File: config.mk
export PLATFORM = sky130hd
export DESIGN_NAME = fpmul_scheduler
export DESIGN_NICKNAME = d
export VERILOG_FILES = /design/src/rtl/fpmul_scheduler.sv
export SDC_FILE = /design/constraint.sdc
export NUM_CORES = 1
export LEC_CHECK = 0
export CAP_MARGIN = 20
export CORE_MARGIN = 2
export CORE_UTILIZATION = 35
export DETAILED_ROUTE_END_ITERATION = 7
export PLACE_DENSITY = 0.78
export SLEW_MARGIN = 20
export SYNTH_ARGS = -nofsm -noshare
export SYNTH_HDL_FRONTEND = slang
export SYNTH_SLANG_ARGS = --single-unit
File: constraint.sdc
create_clock -name i_clk -period 2.37 [get_ports i_clk]
set_clock_uncertainty 0.05 [all_clocks]
set_input_delay 0.711 -clock i_clk [delete_from_list [all_inputs] [get_ports i_clk]]
set_output_delay 0.711 -clock i_clk [all_outputs]
set_load 0.05 [all_outputs]
File: src/rtl/fpmul_scheduler.sv
// Two-requester front end for a multicycle FP multiplier core: round-robin grant,
// one job in flight, bounded wait on the core with a quiet-NaN error response.
module fpmul_scheduler #(
   parameter int TIMEOUT = 40
) (
   input  logic        i_clk,
   input  logic        i_rst,
   input  logic        i_req0_valid,
   input  logic [31:0] i_req0_a,
   input  logic [31:0] i_req0_b,
   input  logic        i_req1_valid,
   input  logic [31:0] i_req1_a,
   input  logic [31:0] i_req1_b,
   output logic        o_req0_ready,
   output logic        o_req1_ready,
   output logic        o_core_start,
   output logic [31:0] o_core_a,
   output logic [31:0] o_core_b,
   input  logic        i_core_done,
   input  logic [31:0] i_core_res,
   output logic        o_rsp_valid,
   output logic        o_rsp_id,
   output logic [31:0] o_rsp_res,
   output logic        o_rsp_err,
   input  logic        i_rsp_ready
);

   localparam logic [31:0] QNAN        = 32'h7FC0_0000;
   localparam logic [7:0]  TIMEOUT_CNT = 8'(TIMEOUT);

   typedef enum logic [1:0] {S_IDLE, S_ISSUE, S_WAIT, S_RESP} state_t;

   state_t      r_state;
   logic        r_last;
   logic        r_job_id;
   logic [7:0]  r_cnt;

   logic        w_pick1;
   logic        w_accept;
   logic [7:0]  w_cnt_nxt;

   // On a tie the requester that did not win last time is chosen.
   assign w_pick1      = (i_req0_valid && i_req1_valid) ? ~r_last : i_req1_valid;
   assign w_accept     = (r_state == S_IDLE) && !i_rst && (i_req0_valid || i_req1_valid);
   assign o_req0_ready = w_accept && !w_pick1;
   assign o_req1_ready = w_accept &&  w_pick1;
   assign w_cnt_nxt    = r_cnt + 8'd1;

   always_ff @(posedge i_clk) begin
      if (i_rst) begin
         r_state      <= S_IDLE;
         r_last       <= 1'b1;
         r_job_id     <= 1'b0;
         r_cnt        <= 8'd0;
         o_core_start <= 1'b0;
         o_core_a     <= 32'd0;
         o_core_b     <= 32'd0;
         o_rsp_valid  <= 1'b0;
         o_rsp_id     <= 1'b0;
         o_rsp_res    <= 32'd0;
         o_rsp_err    <= 1'b0;
      end else begin
         case (r_state)
            S_IDLE: begin
               if (w_accept) begin
                  r_state      <= S_ISSUE;
                  o_core_start <= 1'b1;
                  r_last       <= w_pick1;
                  r_job_id     <= w_pick1;
                  o_core_a     <= w_pick1 ? i_req1_a : i_req0_a;
                  o_core_b     <= w_pick1 ? i_req1_b : i_req0_b;
               end
            end
            S_ISSUE: begin
               o_core_start <= 1'b0;
               r_cnt        <= 8'd0;
               r_state      <= S_WAIT;
            end
            S_WAIT: begin
               r_cnt <= w_cnt_nxt;
               // A done arriving on the final allowed cycle still beats the timeout.
               if (i_core_done) begin
                  o_rsp_res   <= i_core_res;
                  o_rsp_err   <= 1'b0;
                  o_rsp_id    <= r_job_id;
                  o_rsp_valid <= 1'b1;
                  r_state     <= S_RESP;
               end else if (w_cnt_nxt == TIMEOUT_CNT) begin
                  o_rsp_res   <= QNAN;
                  o_rsp_err   <= 1'b1;
                  o_rsp_id    <= r_job_id;
                  o_rsp_valid <= 1'b1;
                  r_state     <= S_RESP;
               end
            end
            S_RESP: begin
               if (i_rsp_ready) begin
                  o_rsp_valid <= 1'b0;
                  r_state     <= S_IDLE;
               end
            end
            default: r_state <= S_IDLE;
         endcase
      end
   end

endmodule

== Word-level counts from Yosys, hierarchy flattened ==
Cells that the tools add are included.
Storage, ports and cells
  word-level logic and storage cells: 58
  output and inout port bits: 102
  input bits: 166
  bits in registers: 112
Cells by class
  bitwise logic cells: 1
  add/subtract/negate cells: 1
  multiplexer cells: 20
  equal/unequal tests: 7
  reductions and logical operators: 18
Operators by type and width (count)
  two-way mux 32 bit: 4
  case mux 8 bit (2 select lines): 1
  adder 8 x 1 -> 8 bit (second input constant): 1
  equality test 8 x 6 -> 1 bit (second input constant): 1
  two-way mux 1 bit: 8
  two-way mux 2 bit: 4
  case mux 2 bit (4 select lines): 1
  nonzero test 2 bit: 4
  AND reduction 2 bit: 3
  AND reduction 3 bit: 2
  logical AND 1 bit: 5
  equality test 2 bit (second input constant): 2
  inequality test 2 bit (second input constant): 2
  case mux 1 bit (2 select lines): 2
  inequality test 3 bit (second input constant): 1
  equality test 2 x 1 -> 1 bit (second input constant): 1
  zero test 1 bit: 2
  zero test 2 bit: 1
  logical OR 1 bit: 1
  NOT 1 bit: 1

== Logic depth before layout (Yosys ltp) ==
Gate-level depths: netlist (run 1).
  depth in word-level cells: 5
  mapped depth: 8
  mapped depth without buffers: 7

== Worst setup path after synthesis (run 1) ==
Ideal clock, no wire load.
  path kind: input -> output
  start point: input port i_req1_valid
  end point: output port o_req0_ready
  required time: 1.609 ns
  path slack: -0.728 ns
  stages: 4
  path buffers: 2
  arrival: 2.337 ns
  cell sequence: a21boi_2 > buf_4 > buf_2 > nor3_1
On the way
  word-level cells in the longest chain between the ends: 4
  elaborated cells on any way between the ends: 6
  classes of those cells: mux (1); reduce/logical (5)
RTL lines
  start: declaration: RTL line 11  | input logic i_req1_valid,
  logical AND 1 bit: RTL line 43  | assign w_pick1 = (i_req0_valid && i_req1_valid) ? ~r_last : i_req1_valid;
  two-way mux 1 bit: RTL line 43
  zero test 1 bit: RTL line 45  | assign o_req0_ready = w_accept && !w_pick1;
  logical AND 1 bit *: RTL line 45
  end: declaration: RTL line 14  | output logic o_req0_ready,
Every way passes the cells marked *; elsewhere a longest branch is shown, timed or not.

== Worst setup path after layout (run 1) ==
  start point: input port i_req1_valid
  end point: output port o_req1_ready
On the way
  word-level cells in the longest chain between the ends: 3
  elaborated cells on any way between the ends: 5
  classes of those cells: mux (1); reduce/logical (4)
RTL lines
  logical AND 1 bit / logical OR 1 bit (equally long branches): RTL line 43, 44
  two-way mux 1 bit / logical AND 1 bit (equally long branches): RTL line 43, 44
  logical AND 1 bit *: RTL line 46  | assign o_req1_ready = w_accept && w_pick1;
  end: declaration: RTL line 15  | output logic o_req1_ready,
Marks and branches as above.

==> flow_summary.yaml, run 1 <==
grt:
  grt_usage_pct: 18.57
  antenna_found_initial: 0
  grt_pass1_vias: 4356
  grt_pass1_wl_mm: 21.82
  grt_remaining_overflow: 0
  grt_max_degree: 77
route:
  wl_per_cell_um: 14.33
  drt_pass1_iterations: 4
  drt_iter0_drc: 216
  ant_nets: 0
  dr_total_vias: 4760
  drc: 0
  avgViaCountPerCell: 4.847
  drt_wl_total_mm: 14.07
timing:
  period_minus_slack_ns: 2.339
  finalHoldViolCount: 0
  rsz0062_at_grt: "true"
  max_freq_ghz: 0.4276
  finalCritPeriodShare_pct: 98.68
  finalSetupViolations: 0
  slew_headroom_pct: 57.56
  slew_viol_final: 0
  worst_pin_slew_ns: 0.6366
run:
  max_cap_viol_count: 0
placement:
  numPortBuffers: 267
  placedInstanceArea_sq_um: 7824
  gp_congestion: 0.7809
  dp_hpwl_mm: 10.50
floorplan:
  ios: 268
  rows: 43
  die_height_um: 122.4
  die_area_sq_um: 14970
  fp.coreArea_sq_um: 13770
  initial_core_util_pct: 35.60
  die_w_um: 122.4
power_and_ir_drop:
  power_uw: 8971
  p_per_area_nw_per_um2: 1102
  leakage_uw: 0.003031
  ir_drop_mv: 0.5314
setup_path:
  cp.arrival_ns: 1.58
  worstPathMaxFanout: 3
  cp-end-kind: "primary output"
  critPathKind: "input port to primary output"
  worstSetupStartpointType: "input port"
  critPathRequiredTime_ns: 1.61
clock_network:
  hold_buffers: 0
  cts-root-buf: "clkbuf_16"
  cts_setup_buffers: 0
  clk_path_buf_depth: 2
  cts_tree: "built"
  numCtsBuffers: 9
  cts_sinks: 112
  h-tree-depth: 3
  clkTransAtPathRegs_ns: 0.07
  clk_latency_ns: 0.35
yosys:
  async_flop_share_pct: 0
  synth_top_family_by_area: "compound AO/OA/AOI/OAI gates"
  yosys.area.top_type: "dfxtp_1"
  synth-compound-area-share_pct: 18.50
  yosys_warnings: 0
  ys_seq_elements: 112
  netlist-cell-type-count: 42
  synth_xor_area_share_pct: 0.1786
  synth.top_cell.area_share_pct: 45.73
  synth_ff_type: "dfxtp_1"
  muxShareOfSynthArea_pct: 13.52
  syn_area_per_cell_sq_um: 8.997
  syn_area_sq_um: 4903
  seq_area_frac_synth_pct: 45.73
  syn_nets: 717
  synth_cells: 545
  synthSimpleGateAreaFrac_pct: 15.57
  synth-edff-count: 0
  synthTopCellsByArea: "dfxtp_1 (46%), mux2i_1 (13%), a211oi_1 (10%)"
  synth_fa_ha_area_share_pct: 1.531
cells_and_area:
  nFillCells: 1249
  nets: 969
  area_growth_pct: 66.01
  design_area_sq_um: 8140
  mostFrequentLayoutCell: "clkdlybuf4s50_1"
  antenna_cells: 0
  final_cell_mix: "clkdlybuf4s50_1 (256), dfxtp_1 (111), nor2_1 (83)"
  drive_above_1_share_pct: 7.980
min_path:
  min_path_type: "register to register"
outcome:
  run_status: "finished, final reports clean"
-- layout make-up --
cell class                      count  area (sq um)  share of cell area (%)
Sequential cell                   112          2243                   27.56
Timing Repair Buffer              290          2883                   35.41
Inverter                            6         22.52                  0.2767
Multi-Input combinational cell    378          2461                   30.23
Tap cell                          180         225.2                   2.767
Clock buffer                        9         225.2                   2.767
Clock inverter                      7         80.08                  0.9837
-- synth_stat cells (2+ instances only) --
master / count
mux2i_1: 64
nand4bb_1: 2
nand2b_1: 3
clkbuf_1: 30
a211oi_1: 65
nand4_1: 2
inv_1: 6
a21oi_1: 43
nand3_1: 27
nor4_1: 3
buf_1: 3
ha_1: 6
buf_4: 2
o21ai_0: 19
buf_6: 2
buf_2: 11
and3_1: 2
dfxtp_1: 112
nor2_1: 83
nand2_1: 38
-- what timing repair did --
action,4_1_cts,5_1_grt
pin swaps,1,0
endpoints found under the setup margin,2,2
gates resized for setup,4,6
-- layer usage --
| layer | GRT usage (%) | part of all wire, % | vias to the layer above |
|---|---|---|---|
| li1 | - | - | 2453 |
| met1 | 21.52 | 40 | 2107 |
| met2 | 30.87 | 49 | 174 |
| met3 | 5.948 | 8.0 | 26 |
| met4 | 9.124 | 3.3 | 0 |
| met5 | 0 | 0 | - |
-- state kept, by name, summed over array words and instances (netlist names), 2 cells and up --
register / cells
o_rsp_res: 32
r_state: 2
r_cnt: 8
o_core_b: 32
o_core_a: 32
-- worst max-delay path: stages --
cell and delay, ns:
dlygate4sd2_1 0.26, nor2_1 0.22, nor2b_4 0.07, and3_4 0.18, buf_12 0.14
-- logic make-up (layout without fill, tap and decap cells) --
group                    after synthesis  in the layout
adder cells (fa/ha/maj)                6              6
AO/OA/AOI/OAI                        136            136
multiplexers                          65             65
XOR/XNOR                               1              1
buffers and inverters                 55            312
flip-flops                           112            112
AND/OR/NAND/NOR                      170            170
-- through the flow --
stage	util, %	hold slack (ns)	worst slack [ns]	cells	setup TNS, ns
6_report	59.10	0.4099	0.03122	982	0
5_1_grt	59.10	0.4354	-0.02781	982	-0.02781
4_1_cts	59.05	0.4079	0.004254	982	0
3_5_place_dp	56.80	0.3969	-0.2487	966	-6.076
3_3_place_gp	56.80	0.3936	-0.2693	966	-5.306
2_1_floorplan	-	0.3866	-0.02296	545	-0.02296
-- power breakdown --
group          internal (uW)  switching (uW)  leakage [uW]  total (uW)
logic                   1740            3040       0.00196        4790
clock network            834             719      0.000148        1550
registers               2380             248      0.000922        2630
total                   4960            4010       0.00303        8970
-- worst paths after layout --
check,startpoint,to,slack [ns],depth (start not counted)
setup / recovery,i_req1_valid,o_req1_ready,0.03,5
hold reg to reg,r_job_id$_SDFFE_PP0P_,r_job_id$_SDFFE_PP0P_,0.41,2
hold / removal,r_job_id$_SDFFE_PP0P_,r_job_id$_SDFFE_PP0P_,0.41,2
setup reg to reg,r_cnt[0]$_SDFFE_PP0P_,r_state[1]$_SDFFE_PP0P_,0.41,6
Power figures use the tool's default switching activity.
==> run 2: changes to the inputs <==
--- a/config.mk
+++ b/config.mk
@@ -7,9 +7,9 @@
 export LEC_CHECK = 0
 export CAP_MARGIN = 20
 export CORE_MARGIN = 2
-export CORE_UTILIZATION = 35
+export CORE_UTILIZATION = 39
 export DETAILED_ROUTE_END_ITERATION = 7
-export PLACE_DENSITY = 0.78
+export PLACE_DENSITY = 0.83
 export SLEW_MARGIN = 20
 export SYNTH_ARGS = -nofsm -noshare
 export SYNTH_HDL_FRONTEND = slang
==> constraint.sdc (replaced) <==
create_clock -name i_clk -period 2.41 [get_ports i_clk]
set_clock_uncertainty 0.05 [all_clocks]
set_input_delay 0.723 -clock i_clk [delete_from_list [all_inputs] [get_ports i_clk]]
set_output_delay 0.723 -clock i_clk [all_outputs]
set_load 0.05 [all_outputs]
==> run 2 against run 1 <==
Via count up 2.5%; critical endpoint unchanged; cell area down 1.0%; clock power down 8%; power down 3.1%; sequential share of layout area up 0.26 points; core utilization up 7.2 points; sequential cell count unchanged; worst setup slack worse by 0.0059 ns; sequential power about the same.
==> flow_summary.yaml, run 2 (same netlist as run 1, synthesis figures left out) <==
clock_network:
  clkTransAtPathRegs_ns: 0.06
  numCtsBuffers: 9
  hold_buffers: 0
  clk_path_buf_depth: 2
  cts_sinks: 112
  cts-root-buf: "clkbuf_16"
  cts_tree: "built"
  h-tree-depth: 3
  clk_latency_ns: 0.34
grt:
  antenna_found_initial: 0
  grt_pass1_vias: 4756
  grt_pass1_wl_mm: 22.64
  grt_max_degree: 71
  grt_remaining_overflow: 0
  grt_usage_pct: 21.09
timing:
  period_minus_slack_ns: 2.385
  hold_slack_ns: 0.4152
  finalSetupViolations: 0
  rsz0062_at_grt: "false"
  final.setup.tns_ns: 0
  worst_pin_slew_ns: 0.6778
  slew_headroom_pct: 54.81
  finalHoldViolCount: 0
  max_freq_ghz: 0.4193
  slew_viol_final: 0
  finalCritPeriodShare_pct: 98.95
power_and_ir_drop:
  p_per_area_nw_per_um2: 1078
  ir_drop_mv: 0.6292
  leakage_uw: 0.002980
floorplan:
  die_height_um: 116.1
  fp.coreArea_sq_um: 12160
  die_area_sq_um: 13490
  rows: 40
  die_w_um: 116.1
  initial_core_util_pct: 40.32
  ios: 268
cells_and_area:
  design_area_sq_um: 8059
  final_cell_mix: "clkdlybuf4s50_1 (261), dfxtp_1 (112), nor2_1 (82)"
  nFillCells: 972
  largestRegisters: "o_core_a x32, o_core_b x32, o_rsp_res x32"
  drive_above_1_share_pct: 6.274
  area_growth_pct: 64.35
  mostFrequentLayoutCell: "clkdlybuf4s50_1"
  antenna_cells: 0
  nets: 964
setup_path:
  max_stage_delay_ns: 0.28
  cp-end-kind: "primary output"
  worstPathMaxFanout: 3
  crit_chain: "dlygate4sd2_1 -> a21boi_4 -> and3_4 -> buf_12"
  critPathKind: "input port to primary output"
  cp.arrival_ns: 1.61
  worstSetupStartpointType: "input port"
  critPathRequiredTime_ns: 1.64
  cpMaxStageDelayCell: "dlygate4sd2_1"
outcome:
  run_status: "finished, final reports clean"
placement:
  dp_hpwl_mm: 11.38
  placedInstanceArea_sq_um: 7771
  gp_congestion: 0.7822
  numPortBuffers: 267
run:
  max_cap_viol_count: 0
route:
  wl_met3_mm: 1.087
  wl_per_cell_um: 15.27
  avgViaCountPerCell: 5.056
  wl_met2_mm: 7.329
  drc: 0
  drt_wl_total_mm: 14.74
  dr_total_vias: 4879
  highest_layer: "met4"
  drt_iter0_drc: 204
  ant_nets: 0
  drt_pass1_iterations: 4
  routedLengthMet1_mm: 6.085
min_path:
  min_path_type: "register to register"
==> run 2: routing by layer <==
metal	GRT usage, %	vias up
li1	-	2442
met1	24.80	2205
met2	37.97	211
met3	5.138	21
met4	6.587	0
met5	0	-
==> run 2: what timing repair did <==
item | 4_1_cts | 5_1_grt
hold endpoints to repair | 0 | 0
resized for setup | 3 | 2
endpoints found under the setup margin | 2 | 2
pin swaps | 0 | 0
buffers inserted | 0 | 0
==> run 2: report_power, final <==
part / internal [uW] / switching, uW
Combinational: 1670 / 2990
Sequential: 2340 / 264
Clock: 759 / 661
Total: 4770 / 3920
==> run 2: path summary, 6_finish.rpt <==
kind                                               from                  endpoint  slack (ns)  cells past startpoint
worst max-delay path                       i_req1_valid              o_req1_ready        0.03                      4
worst min-delay path             o_rsp_err$_SDFFE_PP0P_    o_rsp_err$_SDFFE_PP0P_        0.42                      2
worst max register to register  r_state[1]$_SDFFE_PP0P_  o_core_a[2]$_SDFFE_PP0P_        0.40                      7
worst min register to register   o_rsp_err$_SDFFE_PP0P_    o_rsp_err$_SDFFE_PP0P_        0.42                      2
==> run 2: worst max-delay path: cells and delay by family <==
family,cells,cell delay [ns]
and+or+nand+nor,1,0.22
AOI/OAI and AO/OA,1,0.26
buffers and inverters,2,0.41
==> run 2: final cells by class <==
class / count / area [sq um] / area share (%)
timing repair buffer: 285 / 2845 / 35.31
multi-input combinational: 378 / 2454 / 30.45
sequential: 112 / 2242 / 27.82
clock buffer: 12 / 256.5 / 3.183
tap: 168 / 210.2 / 2.608
clock inverter: 4 / 28.78 / 0.3571
inverter: 6 / 22.52 / 0.2795
==> run 2: stage by stage <==
step	utilization [%]	setup slack, ns	power (uW)	cells
finish	66.27	0.02534	8691	965
global route	66.27	0.01202	9146	965
CTS	66.22	0.02049	8729	965
detailed placement	63.90	-0.2745	7301	949
global placement	63.90	-0.1653	7178	949
floorplan	-	-0.006962	5685	545
